===== src/rtl/screen_guard_ctrl.sv =====
// Frame-synchronous screen-off guard: blanks the RGB stream while a viewer stays too close.
// Optional red warning flash while ARMED is built only when GUARD_WARN_EN is defined.
module screen_guard_ctrl #(
  parameter int SYNC_STAGES  = 2,
  parameter int ARM_FRAMES   = 30,
  parameter int CLEAR_FRAMES = 120,
  parameter int CNT_W        = 8
) (
  input  logic        clk_50,
  input  logic        reset_n,
  input  logic        enable,
  input  logic        near_det,
  input  logic        p_tick,
  input  logic        frame_tick,
  input  logic        video_on,
  input  logic [11:0] rgb_in,
  output logic [11:0] rgb_out,
  output logic        blank_active,
  output logic [1:0]  state,
  output logic [7:0]  blank_events
);

  typedef enum logic [1:0] {
    WATCH = 2'd0,
    ARMED = 2'd1,
    BLANK = 2'd2,
    HOLD  = 2'd3
  } state_t;

  localparam logic [CNT_W-1:0] ARM_LIM   = CNT_W'(ARM_FRAMES);
  localparam logic [CNT_W-1:0] CLEAR_LIM = CNT_W'(CLEAR_FRAMES);
  localparam logic [CNT_W-1:0] CNT_ONE   = CNT_W'(1);

  state_t                   r_state;
  state_t                   w_state_next;
  logic [CNT_W-1:0]         r_cnt;
  logic [CNT_W-1:0]         w_cnt_next;
  logic [CNT_W-1:0]         w_cnt_inc;
  logic                     w_event;
  logic [SYNC_STAGES-1:0]   r_sync;
  logic                     w_near_s;
  logic                     r_blank;
  logic [7:0]               r_events;
  logic [11:0]              r_rgb;
  logic [11:0]              w_pix;

  assign w_near_s  = r_sync[SYNC_STAGES-1];
  assign w_cnt_inc = r_cnt + CNT_ONE;

  always_ff @(posedge clk_50 or negedge reset_n) begin
    if (!reset_n) begin
      r_sync   <= '0;
      r_state  <= WATCH;
      r_cnt    <= '0;
      r_blank  <= 1'b0;
      r_events <= 8'd0;
      r_rgb    <= 12'h000;
    end else begin
      r_sync  <= {r_sync[SYNC_STAGES-2:0], near_det};
      r_state <= w_state_next;
      r_cnt   <= w_cnt_next;
      // Registered off the next state so blank_active and state change together.
      r_blank <= (w_state_next == BLANK) || (w_state_next == HOLD);
      if (w_event && (r_events != 8'hFF)) begin
        r_events <= r_events + 8'd1;
      end
      if (p_tick) begin
        r_rgb <= (!video_on || r_blank) ? 12'h000 : w_pix;
      end
    end
  end

  always_comb begin
    w_state_next = r_state;
    w_cnt_next   = r_cnt;
    w_event      = 1'b0;
    if (!enable) begin
      w_state_next = WATCH;
      w_cnt_next   = '0;
    end else if (frame_tick) begin
      unique case (r_state)
        WATCH: begin
          if (w_near_s) begin
            if (ARM_LIM == CNT_ONE) begin
              w_state_next = BLANK;
              w_cnt_next   = '0;
              w_event      = 1'b1;
            end else begin
              w_state_next = ARMED;
              w_cnt_next   = CNT_ONE;
            end
          end
        end
        ARMED: begin
          if (!w_near_s) begin
            w_state_next = WATCH;
            w_cnt_next   = '0;
          end else if (w_cnt_inc == ARM_LIM) begin
            w_state_next = BLANK;
            w_cnt_next   = '0;
            w_event      = 1'b1;
          end else begin
            w_cnt_next = w_cnt_inc;
          end
        end
        BLANK: begin
          if (!w_near_s) begin
            if (CLEAR_LIM == CNT_ONE) begin
              w_state_next = WATCH;
              w_cnt_next   = '0;
            end else begin
              w_state_next = HOLD;
              w_cnt_next   = CNT_ONE;
            end
          end
        end
        HOLD: begin
          if (w_near_s) begin
            w_state_next = BLANK;
            w_cnt_next   = '0;
          end else if (w_cnt_inc == CLEAR_LIM) begin
            w_state_next = WATCH;
            w_cnt_next   = '0;
          end else begin
            w_cnt_next = w_cnt_inc;
          end
        end
        default: begin
          w_state_next = WATCH;
          w_cnt_next   = '0;
        end
      endcase
    end
  end

`ifdef GUARD_WARN_EN
  assign w_pix = ((r_state == ARMED) && r_cnt[2]) ? (rgb_in | 12'hF00) : rgb_in;
`else
  assign w_pix = rgb_in;
`endif

  assign rgb_out      = r_rgb;
  assign blank_active = r_blank;
  assign state        = r_state;
  assign blank_events = r_events;

endmodule


===== config.mk =====
export PLATFORM = sky130hd
export DESIGN_NAME = screen_guard_ctrl
export DESIGN_NICKNAME = d
export VERILOG_FILES = /design/src/rtl/screen_guard_ctrl.sv
export SDC_FILE = /design/constraint.sdc
export NUM_CORES = 1
export LEC_CHECK = 0
export CAP_MARGIN = 20
export CORE_MARGIN = 5
export CORE_UTILIZATION = 30
export CTS_CLUSTER_DIAMETER = 40
export CTS_CLUSTER_SIZE = 14
export DETAILED_ROUTE_END_ITERATION = 10
export SLEW_MARGIN = 10
export SYNTH_ARGS = -nofsm -noshare
export SYNTH_HDL_FRONTEND = slang
export SYNTH_SLANG_ARGS = --single-unit

===== constraint.sdc =====
create_clock -name clk_50 -period 2.29 [get_ports clk_50]
set_input_delay 0.687 -clock clk_50 [delete_from_list [all_inputs] [get_ports clk_50]]
set_output_delay 0.687 -clock clk_50 [all_outputs]
set_load 0.05 [all_outputs]

==> metrics.md, run 1 <==
| Metric | Value |
|---|---|
| Starting DRT DRC Count | 118 |
| Area of combinational cells with multiple inputs | 860 µm² |
| Run status | finished, final reports clean |
| Worst Skew | roughly 0.0046 ns |
| Number of antenna violations at the first check in global routing | 0 |
| CP Class | reg -> out |
| Sum of buffers and inverters on the critical path | 1 |
| Buffer cell driving the clock tree root | sky130_fd_sc_hd__clkbuf_8 |
| Highest-delay cell along the critical path | sky130_fd_sc_hd__clkdlybuf4s50_1 |
| Top cells by area in the synthesized netlist | sky130_fd_sc_hd__dfrtp_1, sky130_fd_sc_hd__nand2_1, sky130_fd_sc_hd__o21ai_0 |
| R2R cell count | 8 |
| Total placed instance area | 2350 µm² |
| Vias | 1585 |
| Fraction of synthesis flops using an asynchronous set or reset pin | 1.00 |
| Worst path required time | 1.60 ns |
| Critical-path cell list | clkdlybuf4s50_1 |
| Total routing resource utilization after global routing | 0.121 |
| XOR/XNOR share of the synthesized area | 0.0438 |
| Delay contributed by the slowest stage of the critical path | 0.83 ns |
| Max transition margin | 0.660 |
| Antenna Diode Count | 0 |
| Post-DR wirelength/cell | between 10 and 15 µm |
| Post-synth cell types | 49 |
| Final std cells w/o fill | ~330 |
| Combined flip-flop and latch cell area | 826 µm² |
| Via count of the first global-routing pass | ~1600 |
| Mux cell area share after synthesis | 0.00625 |
| Hold buffer count at cts | 0 |
| Kind of cell adding the most delay to the critical path | buffers and inverters |
| TritonRoute pass-1 iters | 4 |
| Wire length of the first global-routing pass | 7250 µm |
| Simple-gate share of the synthesized area | 0.208 |
| Critical path fanouts, max | 3 |
| Time the final worst path needs with I/O delays and setup | 2.19 ns |
| Hold crit path type | reg -> reg |
| Overflow after GRT | 0 |
| Launching element type of the critical path | flop |
| Layout-stage area growth over the synthesis result | 38.2% |
| VDD IR-drop max | approximately 260 µV |
| Average vias per placed instance | 4.86 |
| Post-Syn Area per Cell | 9.33 µm² |
| Number of warnings reported in the yosys synthesis log | 0 |
| Clock latency on the worst-skew pair | about 0.28 ns |
| Complex-gate fraction of the synthesized area | 0.190 |
| Max-cap check violation count | 0 |
| Synthesized area | 1800 µm² |
| Routability congestion estimate from global placement | 0.778 |
| Critical path endpoint category | output pin |
| H-tree depth reported by CTS | 2 |
| Unrepaired setup endpoints after global routing | false |
| Slew at the pin closest to its max-slew limit | ~0.51 ns |
| Seq/Total Area, Yosys | 0.459 |
| Clk sinks | 33 |
| Number of top-level pins | 42 |
| Final setup vio count | 0 |
| PD cells | between 500 and 600 nW/µm² |
| Post-Layout Inst Area | roughly 2500 µm² |
| Number of cells on the critical path | 1 |
| Dominant combinational cell family by area after synthesis | simple AND/OR/NAND/NOR gates |
| Net count after synthesis | ~220 |
| Ys flop type | sky130_fd_sc_hd__dfrtp_1 |
| Buffers from clock root to sink, at most | 2 |
| Clk pin slew, worst setup/hold paths | 0.07 ns |
| Width of the die | 87.5 µm |
| Total half-perimeter wirelength after legalization and detailed placement | 3190 µm |
| Count of pins over their slew limit | 0 |
| Remaining routing DRC violations | 0 |
| Number of instances in the synthesized netlist | 193 |
| Maximum number of pins on one net before global-route repair | 34 |
| WL final | between 4000 and 5000 µm |
| Cell taking the most area after synthesis | sky130_fd_sc_hd__dfrtp_1 |
| Min-Delay Path Depth | 0 |
| Count of final hold-check violations | 0 |
| Maximum clock rate | 456 MHz |
| Placeable Area | 5890 µm² |
| Data arrival time at the worst-slack endpoint | roughly 1.5 ns |
| Flip-flop and latch count after synthesis | 33 |
| Post-Place Cells | 316 |
| Initial core utilization | 0.306 |
| Final period util | 0.958 |
| Vert. Die Dim | 87.5 µm |
| Static Leakage | 1.09 nW |
| Proportion of netlist area held by the largest area contributor | 0.459 |
| CTS tree | done |
| Port-buffer cells | 41 |
| Final core utilization | 0.423 |
| Leading cell types in the layout, fill and taps excluded | sky130_fd_sc_hd__dfrtp_1, sky130_fd_sc_hd__clkdlybuf4s50_1, sky130_fd_sc_hd__nand2_1, sky130_fd_sc_hd__buf_4, sky130_fd_sc_hd__o21ai_0 |
| Die area | roughly 7700 µm² |
| Number of routed nets with antenna violations | 0 |
| Inserted Clock Buffers | 5 |
| Rows | 28 |
| Number of nets in the layout | about 270 |
| Share of final-layout standard cells stronger than drive strength 1 | 0.175 |
| Number of enable-type register cells in the synthesized netlist | 0 |
| Post-synthesis share of cell area spent on full adders, half adders and majority gates | 0.0278 |
| Fill count | 600 |
## area by class of cell
type	count	share of cell area
clock inverters	1	0.0121
well taps	75	0.0377
flip-flops and latches	33	0.332
repair buffers	61	0.217
inverters	14	0.0211
clock buffers	7	0.0347
multi-input cells	135	0.345
## timing repair
| action | 4_1_cts | 5_1_grt |
|---|---|---|
| setup endpoints to repair | 0 | 3 |
| buffers inserted | 0 | 2 |
| gates resized for setup | 0 | 1 |
## routing by layer
metal  up-vias  global-route usage  wire (µm)
li1        789                   -          -
met2        26               0.191       2130
met4         0              0.0530         93
met3         9              0.0303        178
met1       761               0.155       2030
met5         -                   0          0
## power by group
group | total (W) | switching, W | internal, W
combinational | 0.000212 | 0.000127 | 0.0000854
clock | 0.000572 | 0.000217 | 0.000355
sequential | 0.000619 | 0.0000148 | 0.000604
## sequential cells by signal, indices dropped and copies added, names as in the netlist
name / count
blank_active: 1
blank_events: 8
r_cnt: 8
r_sync: 2
rgb_out: 12
state: 2
## Yosys cell counts, types with 2 or more instances
library cell,number
sky130_fd_sc_hd__a311oi_1,2
sky130_fd_sc_hd__nand2b_1,2
sky130_fd_sc_hd__nand4_1,5
sky130_fd_sc_hd__nor3_2,2
sky130_fd_sc_hd__ha_1,4
sky130_fd_sc_hd__nor2b_1,3
sky130_fd_sc_hd__a211o_1,2
sky130_fd_sc_hd__nand2_1,31
sky130_fd_sc_hd__inv_1,14
sky130_fd_sc_hd__a31oi_1,5
sky130_fd_sc_hd__and3_1,5
sky130_fd_sc_hd__a22oi_1,3
sky130_fd_sc_hd__o21ai_0,16
sky130_fd_sc_hd__nand3_1,3
sky130_fd_sc_hd__buf_2,2
sky130_fd_sc_hd__nor2_1,9
sky130_fd_sc_hd__nand3b_1,2
sky130_fd_sc_hd__and2_1,3
sky130_fd_sc_hd__xor2_1,2
sky130_fd_sc_hd__clkbuf_1,6
sky130_fd_sc_hd__a21oi_1,4
sky130_fd_sc_hd__xnor2_1,7
sky130_fd_sc_hd__nor3_1,3
sky130_fd_sc_hd__dfrtp_1,33
## final timing paths
check                                startpoint         endpoint  slack [ns]
min in group asynchronous               reset_n         r_cnt[1]        0.80
worst min-delay path                  r_sync[0]        r_sync[1]        0.35
worst min register to register        r_sync[0]        r_sync[1]        0.35
worst max-delay path            blank_events[7]  blank_events[7]         0.1
max in group asynchronous               reset_n       rgb_out[8]        1.18
worst max register to register         r_cnt[0]         r_cnt[4]        0.12
## cell families (layout without fill, tap and decap cells)
kind of cell / count (synthesis) / after routing
fa+ha+maj: 4 / 4
buf+inv: 25 / 83
mux: 1 / 1
compound gates: 48 / 48
simple gates: 73 / 73
flops: 33 / 33
xor+xnor: 9 / 9
## per-stage QoR
stage / setup slack (ns) / total power, W / TNS (ns) / hold slack (ns)
after floorplan: 0.169 / 0.000738 / 0 / 0.331
after global placement: 0.0143 / 0.000842 / 0 / 0.333
after detailed placement: -0.0448 / 0.000845 / -0.0448 / 0.336
after CTS: 0.0299 / 0.00142 / 0 / 0.352
after global routing: 0.0197 / 0.00147 / 0 / 0.362
final: 0.0969 / 0.00140 / 0 / 0.348
Power figures use the tool's default switching activity.
==> run 2, diff against run 1 <==
CORE_UTILIZATION = 45   (was 30)
PLACE_DENSITY = 0.76   (was unset)
==> run 2 against run 1 <==
  * Worst setup slack got worse by 0.013 ns
  * Power decreased by 0.47%
  * Count of clock-buffer cells in the layout unchanged
  * Clock power down 2%
  * Combinational power hardly changed
  * Die area down 30%
==> metrics.md, run 2 (same netlist as run 1, synthesis figures left out) <==
| Metric | Value |
|---|---|
| Run status | finished, final reports clean |
| Vert. Die Dim | 73.3 µm |
| Kind of cell adding the most delay to the critical path | buffers and inverters |
| Fill count | 328 |
| Critical path endpoint category | output pin |
| Vias | 1611 |
| Final period util | 0.963 |
| Initial core utilization | 0.457 |
| Post-Layout Inst Area | ~2500 µm² |
| CP Class | reg -> out |
| WL final | 4370 µm |
| Total routing resource utilization after global routing | 0.174 |
| Leading cell types in the layout, fill and taps excluded | sky130_fd_sc_hd__clkdlybuf4s50_1, sky130_fd_sc_hd__dfrtp_1, sky130_fd_sc_hd__nand2_1, sky130_fd_sc_hd__buf_4, sky130_fd_sc_hd__o21ai_0 |
| Buffers from clock root to sink, at most | 2 |
| Number of top-level pins | 42 |
| Number of nets in the layout | 272 |
| Hold crit path type | reg -> reg |
| Remaining routing DRC violations | 0 |
| Buffer cell driving the clock tree root | sky130_fd_sc_hd__clkbuf_8 |
| Combined flip-flop and latch cell area | 826 µm² |
| Number of routed nets with antenna violations | 0 |
| CTS tree | done |
| Count of pins over their slew limit | 0 |
| Clock latency on the worst-skew pair | 0.29 ns |
| Buffers inserted by post-CTS timing repair | 0 |
| Area of combinational cells with multiple inputs | 866 µm² |
| Critical-path cell list | clkdlybuf4s50_1 |
| Unrepaired setup endpoints after global routing | false |
| Slew at the pin closest to its max-slew limit | approximately 0.51 ns |
| Sum of buffers and inverters on the critical path | 1 |
| Total placed instance area | ~2300 µm² |
| Die area | between 5000 and 6000 µm² |
| Clk sinks | 33 |
| Port-buffer cells | between 40 and 50 |
| Leading cell type in the layout, fill and taps excluded | sky130_fd_sc_hd__clkdlybuf4s50_1 |
| Routability congestion estimate from global placement | 0.762 |
| Placeable Area | 3940 µm² |
| Delay contributed by the slowest stage of the critical path | 0.83 ns |
| Number of antenna violations at the first check in global routing | 0 |
| Data arrival time at the worst-slack endpoint | around 1.5 ns |
| Static Leakage | around 1.1 nW |
| Total half-perimeter wirelength after legalization and detailed placement | 3160 µm |
| PD cells | 567 nW/µm² |
| Flip-flop count of the largest register after layout | 12 |
| Max-cap check violation count | 0 |
| Max transition margin | 0.656 |
| Width of the die | between 70 and 80 µm |
| Count of final hold-check violations | 0 |
| Overflow after GRT | 0 |
| Time the final worst path needs with I/O delays and setup | 2.21 ns |
| Layout-stage area growth over the synthesis result | 36.7% |
| Antenna Diode Count | 0 |
| Inserted Clock Buffers | 5 |
| Wire length of the first global-routing pass | 7110 µm |
| TritonRoute pass-1 iters | 4 |
| Clk pin slew, worst setup/hold paths | 0.07 ns |
| Critical path fanouts, max | 4 |
| Maximum clock rate | 453 MHz |
| Launching element type of the critical path | flop |
| VDD IR-drop max | 285 µV |
| Hold buffer count at cts | 0 |
| Post-DR wirelength/cell | roughly 15 µm |
| Highest-delay cell along the critical path | sky130_fd_sc_hd__clkdlybuf4s50_1 |
| H-tree depth reported by CTS | 2 |
| Rows | 23 |
| Worst path required time | 1.60 ns |
| Starting DRT DRC Count | 94 |
| Via count of the first global-routing pass | approximately 1600 |
| Maximum number of pins on one net before global-route repair | 34 |
| Average vias per placed instance | between 5 and 6 |
| Smallest hold slack | 0.363 ns |
| Worst Skew | roughly 0.0034 ns |
| Share of final-layout standard cells stronger than drive strength 1 | 0.172 |
| Final setup vio count | 0 |
| Post-cts repair resize count | 0 |
run 2: cell count changes in the layout (fill, tap and decap cells not counted), sizes merged:
cell	previous run	this run
buf	28	25
clkdlybuf4s50	33	35
run 2: report_power, final:
group / total [W] / switching, W / internal [W]
sequential: 0.000620 / 0.0000157 / 0.000604
clock: 0.000562 / 0.000207 / 0.000354
combinational: 0.000215 / 0.000127 / 0.0000872
total: 0.00140 / 0.000350 / 0.00105
run 2: final cells by class:
cell class	instances	area share
Multi-Input combinational cell	135	0.352
Clock inverter	1	0.0122
Clock buffer	7	0.0351
Timing Repair Buffer	60	0.219
Tap cell	50	0.0254
Inverter	14	0.0214
Sequential cell	33	0.336
run 2: routing by layer:
layer / vias up / track usage / wire length [µm] / part of all wire
met4: 0 / 0.0984 / 55 / 0.013
met1: 775 / 0.223 / 1960 / 0.45
met5: - / 0 / 0 / 0
met2: 40 / 0.272 / 2130 / 0.49
met3: 6 / 0.0356 / 223 / 0.051
li1: 790 / - / - / -
run 2: per-stage QoR:
stage	power, W	util	setup WS, ns	cells	TNS, ns
6_report	0.00140	0.624	0.0839	300	0
5_1_grt	0.00146	0.624	0.0139	300	0
4_1_cts	0.00142	0.622	0.0612	300	0
3_5_place_dp	0.000846	0.593	-0.0194	292	-0.0370
3_3_place_gp	0.000842	0.593	0.0478	292	0
2_1_floorplan	0.000738	-	0.169	193	0
run 2: path summary, 6_finish.rpt:
kind / startpoint / endpoint / slack (ns) / cells past startpoint
worst max register to register: r_cnt[0] / r_cnt[3] / 0.12 / 9
worst min register to register: r_sync[0] / r_sync[1] / 0.36 / 0
min in group asynchronous: reset_n / r_cnt[4] / 0.81 / 2
max in group asynchronous: reset_n / rgb_out[6] / 1.19 / 2
worst min-delay path: r_sync[0] / r_sync[1] / 0.36 / 0
worst max-delay path: blank_events[0] / blank_events[0] / 0.08 / 1
==> run 3, diff against run 2 <==
ABC_AREA = 0   (was unset)
==> results of run 3 <==
The final DEF is identical to that of run 2; final timing and power are the same.
